[config.mk]
export PLATFORM = sky130hd
export DESIGN_NAME = maxpool_sched
export DESIGN_NICKNAME = d
export VERILOG_FILES = /design/src/rtl/maxpool_sched.sv
export SDC_FILE = /design/constraint.sdc
export NUM_CORES = 1
export LEC_CHECK = 0
export CORE_MARGIN = 4
export CORE_UTILIZATION = 40
export CTS_BUF_LIST = sky130_fd_sc_hd__clkbuf_8
export DETAILED_ROUTE_END_ITERATION = 16
export PLACE_DENSITY = 0.64
export SLEW_MARGIN = 15
export SYNTH_ARGS = -nofsm -noshare
export SYNTH_HDL_FRONTEND = slang
export SYNTH_SLANG_ARGS = --single-unit
[constraint.sdc]
create_clock -name clk -period 6.6 [get_ports clk]
set_input_delay 1.32 -clock clk [delete_from_list [all_inputs] [get_ports clk]]
set_output_delay 1.32 -clock clk [all_outputs]
set_load 0.05 [all_outputs]
[src/rtl/maxpool_sched.sv]
// Job scheduler for a 2x2 max-pool engine: streams each channel from the input memory and
// collects the pooled results into the output memory. Optional cycle counter: MAXPOOL_SCHED_PERF_EN.
module maxpool_sched #(
  parameter int MAP_WIDTH = 28,
  parameter int NUM_CH    = 6,
  localparam int OUT_DIM  = MAP_WIDTH / 2,
  localparam int PIX      = MAP_WIDTH * MAP_WIDTH,
  localparam int OPIX     = OUT_DIM * OUT_DIM,
  localparam int IN_AW    = $clog2(NUM_CH * PIX),
  localparam int OUT_AW   = $clog2(NUM_CH * OPIX),
  localparam int CH_W     = (NUM_CH > 1) ? $clog2(NUM_CH) : 1
) (
  input  logic              clk,
  input  logic              rst_n,
  input  logic              start,
  input  logic              stall,
  output logic              busy,
  output logic              done,
  output logic [CH_W-1:0]   ch_idx,
  output logic              rd_en,
  output logic [IN_AW-1:0]  rd_addr,
  input  logic [7:0]        rd_data,
  output logic              eng_rst,
  output logic              eng_valid,
  output logic [7:0]        eng_pixel,
  input  logic              eng_valid_out,
  input  logic [7:0]        eng_pixel_out,
  output logic              wr_en,
  output logic [OUT_AW-1:0] wr_addr,
  output logic [7:0]        wr_data
`ifdef MAXPOOL_SCHED_PERF_EN
  ,
  output logic [31:0]       cyc_count
`endif
);

  localparam int RC_W = $clog2(PIX);
  localparam int WC_W = $clog2(OPIX + 1);

  typedef enum logic [2:0] {IDLE, CLR, FEED, DRAIN, NEXT, FIN} state_t;

  state_t          state_q, state_d;
  logic [RC_W-1:0] rd_cnt;
  logic [WC_W-1:0] wr_cnt;
  logic            accept;
  logic            last_ch;

  // Results are only collected while a channel is in flight; once the channel's
  // quota is written, further engine outputs are dropped rather than wrapping.
  assign accept  = eng_valid_out && (state_q == FEED || state_q == DRAIN) &&
                   (wr_cnt != WC_W'(OPIX));
  assign last_ch = (ch_idx == CH_W'(NUM_CH - 1));

  assign busy      = (state_q != IDLE);
  assign done      = (state_q == FIN);
  assign rd_en     = (state_q == FEED) && !stall;
  assign rd_addr   = IN_AW'(int'(ch_idx) * PIX + int'(rd_cnt));
  assign eng_pixel = eng_valid ? rd_data : '0;

  // NOTE: every signal driven here gets a default first, so no path leaves it
  // unassigned and no latch is inferred.
  always_comb begin
    state_d = state_q;
    case (state_q)
      IDLE:  if (start) state_d = CLR;
      CLR:   state_d = FEED;
      FEED:  if (!stall && rd_cnt == RC_W'(PIX - 1)) state_d = DRAIN;
      DRAIN: if ((wr_cnt == WC_W'(OPIX)) || (accept && wr_cnt == WC_W'(OPIX - 1)))
               state_d = NEXT;
      NEXT:  state_d = last_ch ? FIN : CLR;
      FIN:   state_d = IDLE;
      default: state_d = IDLE;
    endcase
  end

  // NOTE: sequential state uses non-blocking assignments so every register samples
  // pre-edge values; blocking here would create order-dependent simulation races.
  always_ff @(posedge clk or negedge rst_n) begin
    if (!rst_n) begin
      state_q   <= IDLE;
      rd_cnt    <= '0;
      wr_cnt    <= '0;
      ch_idx    <= '0;
      eng_rst   <= 1'b1;
      eng_valid <= 1'b0;
      wr_en     <= 1'b0;
      wr_addr   <= '0;
      wr_data   <= '0;
    end else begin
      state_q   <= state_d;
      eng_rst   <= (state_d == CLR);
      eng_valid <= rd_en;
      wr_en     <= accept;

      if (state_q == CLR)  rd_cnt <= '0;
      else if (rd_en)      rd_cnt <= rd_cnt + RC_W'(1);

      if (state_q == CLR)  wr_cnt <= '0;
      else if (accept)     wr_cnt <= wr_cnt + WC_W'(1);

      if (accept) begin
        wr_addr <= OUT_AW'(int'(ch_idx) * OPIX + int'(wr_cnt));
        wr_data <= eng_pixel_out;
      end

      if (state_q == NEXT && !last_ch) ch_idx <= ch_idx + CH_W'(1);
      else if (state_q == FIN)         ch_idx <= '0;
    end
  end

`ifdef MAXPOOL_SCHED_PERF_EN
  // Counts busy cycles of the current job; saturates and holds after done.
  always_ff @(posedge clk or negedge rst_n) begin
    if (!rst_n)                            cyc_count <= '0;
    else if (state_q == IDLE && start)     cyc_count <= '0;
    else if (busy && cyc_count != '1)      cyc_count <= cyc_count + 32'd1;
  end
`endif

endmodule

# [Word-level counts from Yosys, hierarchy flattened]
# Index checks and enable logic that the tools add are counted.
[word_totals] regBits=46 inputBits=21 elab_cells=54
[classes] add_sub_neg=5 mul=2 eq_ne=11 mux=12 reduce_logical=15
[ops] cell="8-bit two-way mux" count=3
[ops] cell="10-bit two-way mux" count=2
[ops] cell="3-bit by 6-bit multiplier with 9-bit output, second input constant" count=2
[ops] cell="3-bit two-way mux" count=6
[ops] cell="8-bit equality test, second input constant" count=2
[ops] cell="3-bit case mux with 5 select lines" count=1
[ops] cell="13-bit by 10-bit adder with 13-bit output" count=1
[ops] cell="11-bit by 8-bit adder with 11-bit output" count=1
[ops] cell="10-bit by 1-bit adder with 10-bit output, second input constant" count=1
[ops] cell="10-bit equality test, second input constant" count=1
[ops] cell="3-bit equality test, second input constant" count=3
[ops] cell="8-bit by 1-bit adder with 8-bit output, second input constant" count=1
[ops] cell="8-bit inequality test, second input constant" count=1
[ops] cell="3-bit by 1-bit equality test with 1-bit output, second input constant" count=2
[ops] cell="3-bit by 2-bit equality test with 1-bit output, second input constant" count=2
[ops] cell="1-bit logical AND" count=6
[ops] cell="2-bit nonzero test" count=3
[ops] cell="3-bit by 1-bit adder with 3-bit output, second input constant" count=1
[ops] cell="3-bit logical NOT" count=1
[ops] cell="3-bit nonzero test" count=1
[ops] cell="1-bit logical NOT" count=2
[ops] cell="1-bit logical OR" count=2

# [Depth between registers and ports, before layout]
# Gate-level depths: netlist (run 1).
[depth] word_depth=9 mapped_depth=10

# [Least setup slack after synthesis (run 1)]
# Ideal clock, no wire load.
[synth_path] path_kind="flip-flop to output port" from="register ch_idx[1]" to="output rd_addr[12]" t_arrival_ns=2.840 t_required_ns=5.280 setup_slack_ns=2.440 path_stages_with_launch=9 path_buffers=0 cell_sequence="dfrtp_1 -> inv_1 -> ha_1 -> inv_1 -> ha_1 -> nand2_1 -> o21ai_0 -> nand3_1 -> xor2_1"
[synth_between] elab_chain_cells=2
[synth_lines] item="start: declaration" line="19" rtl="output logic [CH_W-1:0] ch_idx,"
[synth_lines] item="start signal: assignment" line="106" rtl="if (state_q == NEXT && !last_ch) ch_idx <= ch_idx + CH_W'(1);"
[synth_lines] item="3-bit by 6-bit multiplier with 9-bit output" line="57" rtl="assign rd_addr = IN_AW'(int'(ch_idx) * PIX + int'(rd_cnt));"
[synth_lines] item="13-bit by 10-bit adder with 13-bit output" line="57"
[synth_lines] item="end: declaration" line="21" rtl="output logic [IN_AW-1:0] rd_addr,"
# Every way passes these cells.

# [Final worst setup path (run 1)]
[layout_path] from="register ch_idx[0]" to="output rd_addr[12]"
# The elaborated chain is that of the path after synthesis.

==> reports/qor.log, run 1 <==
qor: floorplan.fp.dieH 90.3 um
qor: timing.finalSetupViolCount 0
qor: clock_tree.cts_htree_levels 2
qor: timing.fin_setup_tns 0 ns
qor: clock_tree.postCtsSetupRepairBufs 0
qor: drt.routed-via-count 2139
qor: drt.viasPerCell 5.12
qor: drt.wire_per_inst 13.4 um
qor: placed_design.gp_routability_congestion 0.810
qor: yosys.yosys.area_share.adder 10.3%
qor: floorplan.io_pins 70
qor: global_route.grt_antenna_before_repair 0
qor: global_route.grt.overflow.total 0
qor: yosys.netlist_instances 278
qor: clock_tree.cts_tree yes
qor: clock_tree.tritoncts_num_sinks 46
qor: drt.routed_wirelength 5.60 mm
qor: clock_tree.cts.reportedPaths.clkPinSlew 0.08 ns
qor: floorplan.num_rows 29
qor: timing.clock.fmax 222 MHz
qor: yosys.yosysMostFrequentCell sky130_fd_sc_hd__dfrtp_1
qor: drt.drc 0
qor: setup_path.ff2ff_setup_slack 4.32 ns
qor: setup_path.required_time_reported_for_the_critical_path_endpoint 5.28 ns
qor: yosys.yosys.area_share.xor_xnor 7.76%
qor: setup_path.worstPathBufferInverterCount 2
qor: flow_run.maxCapViolations 0
qor: pwr.leakage 1.52 nW
qor: yosys.syn_area 2710 um2
qor: setup_path.critical_path_peak_fanout 8
qor: yosys.yosysSeqAreaShare 42.5%
qor: timing.final.period_utilization 68.3%
qor: drt.drt_first_pass_iters 4
qor: timing.grt_setup_unrepaired no
qor: yosys.syn-num-nets 320
qor: yosys.ys_dominant_reg_cell sky130_fd_sc_hd__dfrtp_1
qor: global_route.grt_pass1_vias 2162
qor: yosys.synth.area.top_cells sky130_fd_sc_hd__dfrtp_1 (42%), sky130_fd_sc_hd__ha_1 (8.8%), sky130_fd_sc_hd__xnor2_1 (5.2%)
qor: clock_tree.ctsRootBufferMaster sky130_fd_sc_hd__clkbuf_8
qor: clock_tree.ctsResizeCount 0
qor: drt.routed_antenna_nets 0
qor: setup_path.critical_path_class reg -> out
qor: yosys.synth_compound_area_share 10.2%
qor: setup_path.timing.critical_path.from_type register
qor: min_path.hold_crit_path_type reg -> reg
qor: global_route.maximum_number_of_pins_on_one_net_before_global_route_repair 47
qor: outcome.outcome finished, final reports clean
qor: timing.finalClockSkew 0.00627 ns
qor: yosys.synth_top_family_by_area simple AND/OR/NAND/NOR gates
qor: yosys.post-synth-top-area-cell sky130_fd_sc_hd__dfrtp_1
qor: yosys.yosys.area_share.simple 20.1%
qor: floorplan.start_util 41.9%
qor: clock_tree.clkLatencyLatePin 0.29 ns
qor: yosys.synth.ff_latch_count 46
qor: floorplan.die_x 90.3 um
qor: global_route.grtUsageTotal 14.4%
qor: setup_path.worst-endpoint-arrival 3.19 ns
qor: pwr.vdd_ir_drop_max 0.000197 V
qor: placed_design.port_buffers 69
qor: setup_path.timing.critical_path.slowest_stage_cell sky130_fd_sc_hd__clkdlybuf4s50_1
qor: clock_tree.cts_made_buffers 5
qor: yosys.synth_largest_type_area_fraction 41.6%
qor: setup_path.crit_path_end_kind output port
qor: setup_path.critPathMaxStageDelay 0.81 ns
qor: clock_tree.holdBufCountCts 0
qor: global_route.grt_pass1_wl 9.91 mm
qor: yosys.ys_types 46
qor: cells_and_area.final_layout_size_suffix_gt1_share 6.74%
qor: yosys.synthArstFlopShare 100%
qor: pwr.power-per-cell-area 300 nW/um2
qor: cells_and_area.nNetsFinal 382
qor: yosys.yosysWarnings 0
qor: floorplan.core-area 6460 um2
qor: setup_path.cp_cell_sequence ha_1 -> inv_1 -> fa_1 -> nor2b_1 -> o21ai_0 -> o21ai_0 -> nand3_1 -> xor2_1 -> clkdlybuf4s50_1
qor: clock_tree.cts_buffer_depth 2
qor: yosys.syn_area_per_cell 9.74 um2
qor: cells_and_area.diodes 0
qor: timing.finalCriticalPeriod 4.51 ns
qor: setup_path.critical-path-top-cell-by-count sky130_fd_sc_hd__o21ai_0
qor: floorplan.dieArea 8150 um2
qor: yosys.synth_edf_count 0
qor: timing.final-hold-violation-count 0
qor: yosys.yosys-top-cells-count sky130_fd_sc_hd__dfrtp_1 (45), sky130_fd_sc_hd__nand2_1 (24), sky130_fd_sc_hd__nor2_1 (23)
qor: cells_and_area.finalCoreUtilization 54.7%
qor: timing.final_slew_viol_count 0
qor: setup_path.worst_path_dominant_cell_family buffers and inverters
qor: placed_design.detailedPlacementHpwl 4.21 mm
qor: cells_and_area.num-fill-cells 594
qor: cells_and_area.post_synthesis_to_final_layout_area_growth 30.4%
qor: timing.max_slew_margin 49.8%
qor: timing.worst_pin_slew 0.752 ns
qor: drt.count_of_routing_violations_after_the_opening_detailed_route_iteration 88
qor: yosys.post_synth_mux_area_share 4.11%
## area by class of cell
cell class | instances | area, um2 | area share (%)
tap | 77 | 96.3 | 2.73
sequential | 46 | 1150 | 32.6
multi-input combinational | 202 | 1430 | 40.4
inverter | 15 | 56.3 | 1.59
timing repair buffer | 70 | 713 | 20.2
clock buffer | 5 | 68.8 | 1.95
clock inverter | 3 | 17.5 | 0.496
## metrics by stage
step / std cells / hold slack [ns] / area (um2) / power, mW / setup WS, ns
finish: 418 / 0.480 / 3530 / 1.06 / 2.09
global route: 418 / 0.513 / 3530 / 1.13 / 1.89
CTS: 417 / 0.488 / 3500 / 1.07 / 2.07
detailed placement: 409 / 0.469 / 3410 / 0.898 / 2.13
global placement: 409 / 0.462 / 3410 / 0.895 / 2.14
floorplan: 278 / 0.512 / 2710 / 0.758 / 2.44
## kinds of logic (layout without fill, tap and decap cells)
kind of cell               Yosys count  in the layout
adders and majority gates           21             21
DFF                                 46             46
AOI/OAI and AO/OA                   47             47
buffers and inverters               30             93
muxes                               10             10
and+or+nand+nor                    100            100
xor gates and xnor gates            24             24
## sequential cells by signal, summed over array words and instances (netlist names)
| register | count |
|---|---|
| wr_cnt | 8 |
| state_q | 3 |
| ch_idx | 3 |
| eng_valid | 1 |
| wr_addr | 11 |
| wr_en | 1 |
| eng_rst | 1 |
| rd_cnt | 10 |
| wr_data | 8 |
## routing by layer
metal / wire [um] / vias to the layer above / track usage, %
met3: 241 / 2 / 2.50
met4: 40 / 0 / 3.83
met5: 0 / - / 0
li1: - / 1081 / -
met1: 2600 / 1008 / 19.1
met2: 2720 / 48 / 24.1
## where the power goes
part | total, mW | internal (mW) | leakage [nW] | switching, mW
combinational | 0.472 | 0.178 | 0.891 | 0.294
clock | 0.169 | 0.0734 | 0.0493 | 0.0952
sequential | 0.418 | 0.345 | 0.579 | 0.0733
## layout by cell type, fill, tap and decap left out, types with 2 or more instances in the layout
cell / count
sky130_fd_sc_hd__a21oi_1: 12
sky130_fd_sc_hd__clkdlybuf4s50_1: 68
sky130_fd_sc_hd__nor2_1: 23
sky130_fd_sc_hd__a31oi_1: 2
sky130_fd_sc_hd__nand4_1: 2
sky130_fd_sc_hd__and2_1: 12
sky130_fd_sc_hd__nand3_1: 7
sky130_fd_sc_hd__mux2_2: 9
sky130_fd_sc_hd__nor3_1: 5
sky130_fd_sc_hd__clkbuf_8: 5
sky130_fd_sc_hd__nor2b_1: 4
sky130_fd_sc_hd__and3_1: 3
sky130_fd_sc_hd__nand2_1: 24
sky130_fd_sc_hd__inv_1: 16
sky130_fd_sc_hd__dfrtp_1: 45
sky130_fd_sc_hd__xnor2_1: 16
sky130_fd_sc_hd__nand3b_1: 2
sky130_fd_sc_hd__o21ai_0: 21
sky130_fd_sc_hd__xor2_1: 8
sky130_fd_sc_hd__ha_1: 19
sky130_fd_sc_hd__fa_1: 2
sky130_fd_sc_hd__nand4b_1: 2
sky130_fd_sc_hd__nand2b_1: 2
sky130_fd_sc_hd__nor4b_1: 3
sky130_fd_sc_hd__or3_1: 5
## final timing paths
path | startpoint | end | cells after the start
setup / recovery | ch_idx[0]$_DFFE_PN0P_ | rd_addr[12] | 9
hold / removal | wr_addr[9]$_DFFE_PN0P_ | wr_addr[9]$_DFFE_PN0P_ | 2
setup reg to reg | ch_idx[1]$_DFFE_PN0P_ | wr_addr[9]$_DFFE_PN0P_ | 8
hold reg to reg | wr_addr[9]$_DFFE_PN0P_ | wr_addr[9]$_DFFE_PN0P_ | 2
max in group asynchronous | rst_n | wr_addr[10]$_DFFE_PN0P_ | 2
min in group asynchronous | rst_n | wr_data[1]$_DFFE_PN0P_ | 1
## worst reg2reg max path, cell delays in order (launching register included)
cell and delay, ns:
sky130_fd_sc_hd__dfrtp_1 0.48, sky130_fd_sc_hd__inv_1 0.18, sky130_fd_sc_hd__ha_1 0.32, sky130_fd_sc_hd__inv_1 0.04, sky130_fd_sc_hd__ha_1 0.40, sky130_fd_sc_hd__and4_1 0.22, sky130_fd_sc_hd__a221oi_1 0.29, sky130_fd_sc_hd__xor2_1 0.16
sky130_fd_sc_hd__o21ai_0 0.08
Power figures use the tool's default switching activity.
==> run 2: changes to the inputs <==
--- a/config.mk
+++ b/config.mk
@@ -9,7 +9,7 @@
 export CORE_UTILIZATION = 40
 export CTS_BUF_LIST = sky130_fd_sc_hd__clkbuf_8
 export DETAILED_ROUTE_END_ITERATION = 16
-export PLACE_DENSITY = 0.64
+export PLACE_DENSITY = 0.66
 export SLEW_MARGIN = 15
 export SYNTH_ARGS = -nofsm -noshare
 export SYNTH_HDL_FRONTEND = slang
==> constraint.sdc (replaced) <==
create_clock -name clk -period 4.1 [get_ports clk]
set_input_delay 0.82 -clock clk [delete_from_list [all_inputs] [get_ports clk]]
set_output_delay 0.82 -clock clk [all_outputs]
set_load 0.05 [all_outputs]
==> run 2 against run 1 <==
  * Cell count unchanged
  * Critical path depth shrank 1
  * Wire length up 4.9%
  * Via count is 1.1% higher
  * Utilization is the same
  * First-iteration DRC count rose by 11%
==> reports/qor.log, run 2 (synthesis results as in run 1) <==
qor: outcome.outcome finished, final reports clean [unchanged]
qor: setup_path.critical_path_class reg -> out [unchanged]
qor: pwr.leakage 1.55 nW [was 1.52 nW]
qor: drt.routed_wirelength 5.87 mm [was 5.60 mm]
qor: global_route.grt_pass1_wl 9.65 mm [was 9.91 mm]
qor: setup_path.critical_path_peak_fanout 8 [unchanged]
qor: cells_and_area.diodes 0 [unchanged]
qor: timing.finalCriticalPeriod 3.86 ns
qor: timing.final_slew_viol_count 0 [unchanged]
qor: setup_path.timing.critical_path.from_type register [unchanged]
qor: setup_path.required_time_reported_for_the_critical_path_endpoint 3.28 ns [was 5.28 ns]
qor: setup_path.critical-path-top-cell-by-count sky130_fd_sc_hd__o21ai_0 [unchanged]
qor: floorplan.start_util 41.9% [unchanged]
qor: setup_path.timing.critical_path.slowest_stage_cell sky130_fd_sc_hd__clkdlybuf4s50_1 [unchanged]
qor: drt.drc 0 [unchanged]
qor: placed_design.detailedPlacementHpwl 4.29 mm [was 4.21 mm]
qor: floorplan.io_pins 70 [unchanged]
qor: floorplan.dieArea 8150 um2 [unchanged]
qor: drt.drt_first_pass_iters 4 [unchanged]
qor: drt.count_of_routing_violations_after_the_opening_detailed_route_iteration 98 [was 88]
qor: timing.finalSetupViolCount 0 [unchanged]
qor: timing.final.period_utilization 94.3%
qor: drt.routed-via-count 2162 [was 2139]
qor: clock_tree.cts_made_buffers 5 [unchanged]
qor: timing.fin_setup_tns 0 ns [unchanged]
qor: drt.routed_antenna_nets 0 [unchanged]
qor: cells_and_area.multi_input_comb_area 1430 um2 [unchanged]
qor: timing.worst_pin_slew 0.773 ns [was 0.752 ns]
qor: setup_path.critPathMaxStageDelay 0.81 ns [about the same]
qor: pwr.power-per-cell-area 495 nW/um2 [was 300 nW/um2]
qor: drt.viasPerCell 5.17 [was 5.12]
qor: clock_tree.cts_htree_levels 2 [unchanged]
qor: floorplan.die_x 90.3 um [unchanged]
qor: setup_path.worstRegToRegCells 8 [unchanged]
qor: floorplan.core-area 6460 um2 [unchanged]
qor: cells_and_area.post_synthesis_to_final_layout_area_growth 30.4% [unchanged]
qor: cells_and_area.nNetsFinal 382 [unchanged]
qor: cells_and_area.max_flop_register wr_addr [unchanged]
qor: timing.finalClockSkew 0.00798 ns [was 0.00627 ns]
qor: setup_path.worst_path_dominant_cell_family buffers and inverters [unchanged]
qor: clock_tree.cts_buffer_depth 2 [unchanged]
qor: clock_tree.tritoncts_num_sinks 46 [unchanged]
qor: cells_and_area.instances_no_fill 418 [unchanged]
qor: clock_tree.ctsRootBufferMaster sky130_fd_sc_hd__clkbuf_8 [unchanged]
qor: setup_path.critical_path_cell_count 8 [was 9]
qor: setup_path.worst-endpoint-arrival 3.04 ns [was 3.19 ns]
qor: setup_path.cp_cell_sequence ha_1 -> inv_1 -> fa_1 -> nor2b_1 -> o21ai_0 -> o21ai_0 -> xnor2_1 -> clkdlybuf4s50_1 [was ha_1 -> inv_1 -> fa_1 -> nor2b_1 -> o21ai_0 -> o21ai_0 -> nand3_1 -> xor2_1 -> clkdlybuf4s50_1]
qor: cells_and_area.largest_register_ff_count 11 [unchanged]
qor: clock_tree.clkLatencyLatePin 0.31 ns [was 0.29 ns]
qor: drt.wire_per_inst 14.0 um [was 13.4 um]
qor: clock_tree.postCtsSetupRepairBufs 0 [unchanged]
qor: cells_and_area.layout_commonest_cell sky130_fd_sc_hd__clkdlybuf4s50_1 [unchanged]
qor: cells_and_area.finalCoreUtilization 54.7% [unchanged]
qor: setup_path.critical_r2r_launch ch_idx[1]$_DFFE_PN0P_ [unchanged]
qor: timing.clock.fmax 259 MHz
qor: clock_tree.holdBufCountCts 0 [unchanged]
qor: global_route.grt_antenna_before_repair 0 [unchanged]
qor: setup_path.worstPathBufferInverterCount 2 [unchanged]
qor: placed_design.gp_routability_congestion 0.827 [was 0.810]
qor: clock_tree.cts_tree yes [unchanged]
qor: min_path.worstHoldPathCells 2 [unchanged]
qor: min_path.worst_hold_launch wr_addr[8]$_DFFE_PN0P_ [was wr_addr[9]$_DFFE_PN0P_]
qor: timing.grt_setup_unrepaired no [unchanged]
qor: pwr.vdd_ir_drop_max 0.000348 V [was 0.000197 V]
qor: min_path.min_delay_worst_endpoint wr_addr[8]$_DFFE_PN0P_ [was wr_addr[9]$_DFFE_PN0P_]
qor: cells_and_area.sequential_cell_area 1150 um2 [unchanged]
qor: global_route.grt_pass1_vias 2045 [was 2162]
qor: setup_path.ff2ff_setup_slack 1.81 ns [was 4.32 ns]
qor: placed_design.postPlaceCellArea 3420 um2 [was 3410 um2]
qor: global_route.grt.overflow.total 0 [unchanged]
qor: cells_and_area.reg.largest.list wr_addr: 11 flops, rd_cnt: 10 flops [unchanged]
qor: flow_run.maxCapViolations 0 [unchanged]
qor: timing.final-hold-violation-count 0 [unchanged]
qor: floorplan.fp.dieH 90.3 um [unchanged]
qor: timing.max_slew_margin 48.4% [was 49.8%]
qor: placed_design.placed_cells_incl_taps 410 [was 409]
qor: placed_design.port_buffers 69 [unchanged]
qor: min_path.hold_crit_path_type reg -> reg [unchanged]
qor: setup_path.crit-reg2reg-capture wr_addr[9]$_DFFE_PN0P_ [unchanged]
qor: setup_path.crit_path_end_kind output port [unchanged]
qor: clock_tree.cts.reportedPaths.clkPinSlew 0.09 ns [was 0.08 ns]
qor: global_route.grtUsageTotal 14.4% [about the same]
qor: cells_and_area.final_layout_size_suffix_gt1_share 7.04% [was 6.74%]
qor: cells_and_area.most-common-layout-cells sky130_fd_sc_hd__clkdlybuf4s50_1 (66), sky130_fd_sc_hd__dfrtp_1 (45), sky130_fd_sc_hd__nand2_1 (24) [was sky130_fd_sc_hd__clkdlybuf4s50_1 (68), sky130_fd_sc_hd__dfrtp_1 (45), sky130_fd_sc_hd__nand2_1 (24)]
qor: cells_and_area.final_design_area_no_fill 3530 um2 [unchanged]
qor: cells_and_area.num-fill-cells 607 [was 594]
qor: floorplan.num_rows 29 [unchanged]
qor: global_route.maximum_number_of_pins_on_one_net_before_global_route_repair 47 [unchanged]
run 2: changes by cell type in the layout (fill, tap and decap cells not counted):
cell | before | now
sky130_fd_sc_hd__inv_1 | 16 | 15
sky130_fd_sc_hd__clkbuf_8 | 5 | 6
sky130_fd_sc_hd__clkinv_2 | 1 | 0
sky130_fd_sc_hd__inv_6 | 0 | 1
sky130_fd_sc_hd__clkdlybuf4s50_1 | 68 | 66
sky130_fd_sc_hd__clkinvlp_4 | 0 | 1
sky130_fd_sc_hd__buf_2 | 1 | 0
sky130_fd_sc_hd__clkinv_4 | 1 | 0
sky130_fd_sc_hd__dlymetal6s2s_1 | 0 | 2
sky130_fd_sc_hd__buf_16 | 1 | 0
sky130_fd_sc_hd__buf_4 | 0 | 2
run 2: layout make-up:
cell class                 instances  share of cell area (%)
inverter                          15                    1.59
timing repair buffer              70                    19.8
tap                               77                    2.73
sequential                        46                    32.6
clock inverter                     2                   0.461
multi-input combinational        202                    40.4
clock buffer                       6                    2.34
run 2: routing by layer:
layer | track usage (%) | wire length (um)
met2 | 23.2 | 2700
met5 | 0 | 0
met1 | 18.5 | 2780
met4 | 4.85 | 88
met3 | 4.00 | 302
run 2: per-stage QoR:
stage               worst slack [ns]  hold WS, ns  total power, mW
finish                         0.236        0.483             1.75
floorplan                      0.440        0.512             1.22
global placement               0.512        0.462             1.45
detailed placement             0.439        0.469             1.45
CTS                           0.0833        0.489             1.76
global route                  0.0161        0.510             1.85
run 2: report_power, final:
group	total [mW]	internal (mW)	leakage (nW)	switching, mW
registers	0.676	0.555	0.579	0.120
logic	0.766	0.288	0.921	0.479
clock network	0.305	0.139	0.0478	0.166
run 2: worst reg2reg max path, delay by kind of cell, from the launching register on:
| family | cells | cell delay, ns |
|---|---|---|
| adders and majority gates | 2 | 0.73 |
| DFF | 1 | 0.47 |
| and+or+nand+nor | 1 | 0.23 |
| AOI/OAI and AO/OA | 2 | 0.38 |
| buffers and inverters | 2 | 0.21 |
| xor gates and xnor gates | 1 | 0.16 |
run 2: worst max path at each step:
stage / slack, ns / from / endpoint
2_1_floorplan: 0.44 / ch_idx[1]$_DFFE_PN0P_ / rd_addr[12]
3_3_place_gp: 0.51 / ch_idx[0]$_DFFE_PN0P_ / rd_addr[12]
3_5_place_dp: 0.44 / ch_idx[1]$_DFFE_PN0P_ / rd_addr[11]
4_1_cts: 0.08 / ch_idx[1]$_DFFE_PN0P_ / rd_addr[11]
5_1_grt: 0.02 / ch_idx[1]$_DFFE_PN0P_ / rd_addr[10]
6_report: 0.24 / ch_idx[0]$_DFFE_PN0P_ / rd_addr[10]
run 2: timing repair:
item	4_1_cts	5_1_grt
hold endpoints to repair	0	0
endpoints found under the setup margin	0	2
gates resized for setup	0	2
==> run 3: changes to the inputs <==
--- a/config.mk
+++ b/config.mk
@@ -9,7 +9,7 @@
 export CORE_UTILIZATION = 40
 export CTS_BUF_LIST = sky130_fd_sc_hd__clkbuf_8
 export DETAILED_ROUTE_END_ITERATION = 16
-export PLACE_DENSITY = 0.66
+export PLACE_DENSITY = 0.64
 export SLEW_MARGIN = 15
 export SYNTH_ARGS = -nofsm -noshare
 export SYNTH_HDL_FRONTEND = slang
==> constraint.sdc (replaced) <==
create_clock -name clk -period 4.3 [get_ports clk]
set_input_delay 0.86 -clock clk [delete_from_list [all_inputs] [get_ports clk]]
set_output_delay 0.86 -clock clk [all_outputs]
set_load 0.05 [all_outputs]
==> run 3 against run 2 <==
  * Utilization grew 0.14 points
  * Power down 2.6%
  * Cell area increased by 0.25%
  * Sequential power down 4.9%
  * Die area unchanged
  * Worst setup slack gained 0.059 ns
  * Clock power up 8.2%
  * Largest cell class unchanged
  * Highest routed layer unchanged
==> reports/qor.log, run 3 (synthesis results as in run 1) <==
qor: timing.grt_setup_unrepaired no [unchanged]
qor: setup_path.critical_r2r_launch ch_idx[1]$_DFFE_PN0P_ [unchanged]
qor: clock_tree.cts_htree_levels 2 [unchanged]
qor: timing.finalSetupViolCount 0 [unchanged]
qor: setup_path.critical_path_peak_fanout 9 [was 8]
qor: clock_tree.cts_tree yes [unchanged]
qor: cells_and_area.num-fill-cells 593 [was 607]
qor: clock_tree.cts_made_buffers 5 [unchanged]
qor: floorplan.num_rows 29 [unchanged]
qor: drt.drt_first_pass_iters 4 [unchanged]
qor: cells_and_area.max_flop_register wr_addr [unchanged]
qor: setup_path.worst-endpoint-arrival 3.15 ns [was 3.04 ns]
qor: global_route.grtUsageTotal 15.0% [was 14.4%]
qor: drt.routed-via-count 2137 [was 2162]
qor: setup_path.critical_path_class reg -> out [unchanged]
qor: global_route.maximum_number_of_pins_on_one_net_before_global_route_repair 47 [unchanged]
qor: cells_and_area.finalCoreUtilization 54.8% [was 54.7%]
qor: clock_tree.tritoncts_num_sinks 46 [unchanged]
qor: timing.fin_setup_tns 0 ns [unchanged]
qor: min_path.worst_hold_launch wr_addr[6]$_DFFE_PN0P_ [was wr_addr[8]$_DFFE_PN0P_]
qor: timing.finalClockSkew 0.0104 ns [was 0.00798 ns]
qor: setup_path.worstRegToRegCells 8 [unchanged]
qor: placed_design.port_buffers 69 [unchanged]
qor: global_route.grt_pass1_wl 10.2 mm [was 9.65 mm]
qor: clock_tree.postCtsSetupRepairBufs 0 [unchanged]
qor: setup_path.ff2ff_setup_slack 1.97 ns [was 1.81 ns]
qor: drt.wire_per_inst 13.8 um [was 14.0 um]
qor: floorplan.start_util 41.9% [unchanged]
qor: pwr.power-per-cell-area 481 nW/um2 [was 495 nW/um2]
qor: pwr.leakage 1.52 nW [was 1.55 nW]
qor: clock_tree.cts.reportedPaths.clkPinSlew 0.09 ns [about the same]
qor: setup_path.required_time_reported_for_the_critical_path_endpoint 3.44 ns [was 3.28 ns]
qor: timing.clock.fmax 250 MHz
qor: placed_design.gp_routability_congestion 0.793 [was 0.827]
qor: clock_tree.ctsRootBufferMaster sky130_fd_sc_hd__clkbuf_8 [unchanged]
qor: drt.drc 0 [unchanged]
qor: cells_and_area.diodes 0 [unchanged]
qor: cells_and_area.nNetsFinal 382 [unchanged]
qor: clock_tree.ctsResizeCount 0 [unchanged]
qor: cells_and_area.post_synthesis_to_final_layout_area_growth 30.7% [was 30.4%]
qor: timing.finalCriticalPeriod 4.01 ns
qor: setup_path.crit-reg2reg-capture wr_addr[9]$_DFFE_PN0P_ [unchanged]
qor: min_path.hold_crit_path_type reg -> reg [unchanged]
qor: drt.routed_antenna_nets 0 [unchanged]
qor: timing.final.period_utilization 93.2%
qor: drt.count_of_routing_violations_after_the_opening_detailed_route_iteration 75 [was 98]
qor: global_route.grt_pass1_vias 2148 [was 2045]
qor: outcome.outcome finished, final reports clean [unchanged]
qor: floorplan.core-area 6460 um2 [unchanged]
qor: drt.routed_wirelength 5.79 mm [was 5.87 mm]
qor: drt.viasPerCell 5.11 [was 5.17]
qor: clock_tree.clkLatencyLatePin 0.31 ns [about the same]
qor: global_route.grt.overflow.total 0 [unchanged]
qor: cells_and_area.layout_commonest_cell sky130_fd_sc_hd__clkdlybuf4s50_1 [unchanged]
qor: min_path.min_delay_worst_endpoint wr_addr[6]$_DFFE_PN0P_ [was wr_addr[8]$_DFFE_PN0P_]
qor: timing.final_slew_viol_count 0 [unchanged]
qor: floorplan.die_x 90.3 um [unchanged]
qor: placed_design.detailedPlacementHpwl 4.30 mm [was 4.29 mm]
qor: clock_tree.cts_buffer_depth 2 [unchanged]
qor: flow_run.maxCapViolations 0 [unchanged]
qor: floorplan.fp.dieH 90.3 um [unchanged]
qor: clock_tree.holdBufCountCts 0 [unchanged]
qor: global_route.grt_antenna_before_repair 0 [unchanged]
qor: floorplan.io_pins 70 [unchanged]
qor: cells_and_area.largest_register_ff_count 11 [unchanged]
qor: pwr.vdd_ir_drop_max 0.000278 V [was 0.000348 V]
qor: setup_path.timing.critical_path.from_type register [unchanged]
qor: timing.worst_pin_slew 0.801 ns [was 0.773 ns]
qor: timing.final-hold-violation-count 0 [unchanged]
qor: cells_and_area.reg.largest.list wr_addr: 11 flops, rd_cnt: 10 flops [unchanged]
qor: floorplan.dieArea 8150 um2 [unchanged]
qor: cells_and_area.most-common-layout-cells sky130_fd_sc_hd__clkdlybuf4s50_1 (68), sky130_fd_sc_hd__dfrtp_1 (45), sky130_fd_sc_hd__nand2_1 (24) [was sky130_fd_sc_hd__clkdlybuf4s50_1 (66), sky130_fd_sc_hd__dfrtp_1 (45), sky130_fd_sc_hd__nand2_1 (24)]
qor: cells_and_area.final_layout_size_suffix_gt1_share 7.04% [unchanged]
qor: setup_path.crit_path_end_kind output port [unchanged]
qor: min_path.worstHoldPathCells 2 [unchanged]
qor: timing.max_slew_margin 46.6% [was 48.4%]
-- run 3: worst max path at each step --
stage,startpoint,to,slack [ns],cells after the start
floorplan,ch_idx[1]$_DFFE_PN0P_,rd_addr[12],0.60,8
detailed placement,ch_idx[0]$_DFFE_PN0P_,rd_addr[12],0.63,9
global placement,ch_idx[0]$_DFFE_PN0P_,rd_addr[12],0.67,9
CTS,ch_idx[0]$_DFFE_PN0P_,rd_addr[12],0.28,9
finish,ch_idx[1]$_DFFE_PN0P_,rd_addr[11],0.29,9
global route,ch_idx[0]$_DFFE_PN0P_,rd_addr[12],0.10,9
-- run 3: layout make-up --
| class | count | area (um2) | area share (%) |
|---|---|---|---|
| Multi-Input combinational cell | 202 | 1430 | 40.3 |
| Inverter | 15 | 56.3 | 1.59 |
| Clock buffer | 5 | 68.8 | 1.94 |
| Timing Repair Buffer | 70 | 696 | 19.6 |
| Sequential cell | 46 | 1150 | 32.5 |
| Tap cell | 77 | 96.3 | 2.72 |
| Clock inverter | 3 | 43.8 | 1.24 |
-- run 3: metal layers --
metal | vias to the layer above | routed length (um) | global-route usage, %
li1 | 1076 | - | -
met2 | 44 | 2700 | 24.6
met3 | 7 | 243 | 3.50
met4 | 0 | 68 | 4.21
met1 | 1010 | 2780 | 19.9
met5 | - | 0 | 0
-- run 3: worst max-delay path: stages, from the launching register on --
cell	delay, ns
sky130_fd_sc_hd__dfrtp_1	0.47
sky130_fd_sc_hd__inv_1	0.16
sky130_fd_sc_hd__ha_1	0.31
sky130_fd_sc_hd__inv_1	0.04
sky130_fd_sc_hd__ha_1	0.43
sky130_fd_sc_hd__inv_1	0.10
sky130_fd_sc_hd__o21ai_0	0.21
sky130_fd_sc_hd__o221ai_1	0.14
sky130_fd_sc_hd__a211o_1	0.28
sky130_fd_sc_hd__clkdlybuf4s50_1	0.70
-- run 3: where the power goes --
group	switching, mW	internal (mW)
Combinational	0.454	0.275
Sequential	0.113	0.530
Clock	0.156	0.174
Total	0.723	0.979
-- run 3: per-stage QoR --
step | setup WS (ns) | instance area (um2) | power (mW) | hold slack [ns] | std cells
6_report | 0.295 | 3540 | 1.70 | 0.480 | 418
5_1_grt | 0.104 | 3540 | 1.81 | 0.522 | 418
4_1_cts | 0.283 | 3530 | 1.72 | 0.489 | 418
3_5_place_dp | 0.631 | 3420 | 1.39 | 0.469 | 410
3_3_place_gp | 0.670 | 3420 | 1.38 | 0.462 | 410
2_1_floorplan | 0.600 | 2710 | 1.16 | 0.512 | 278
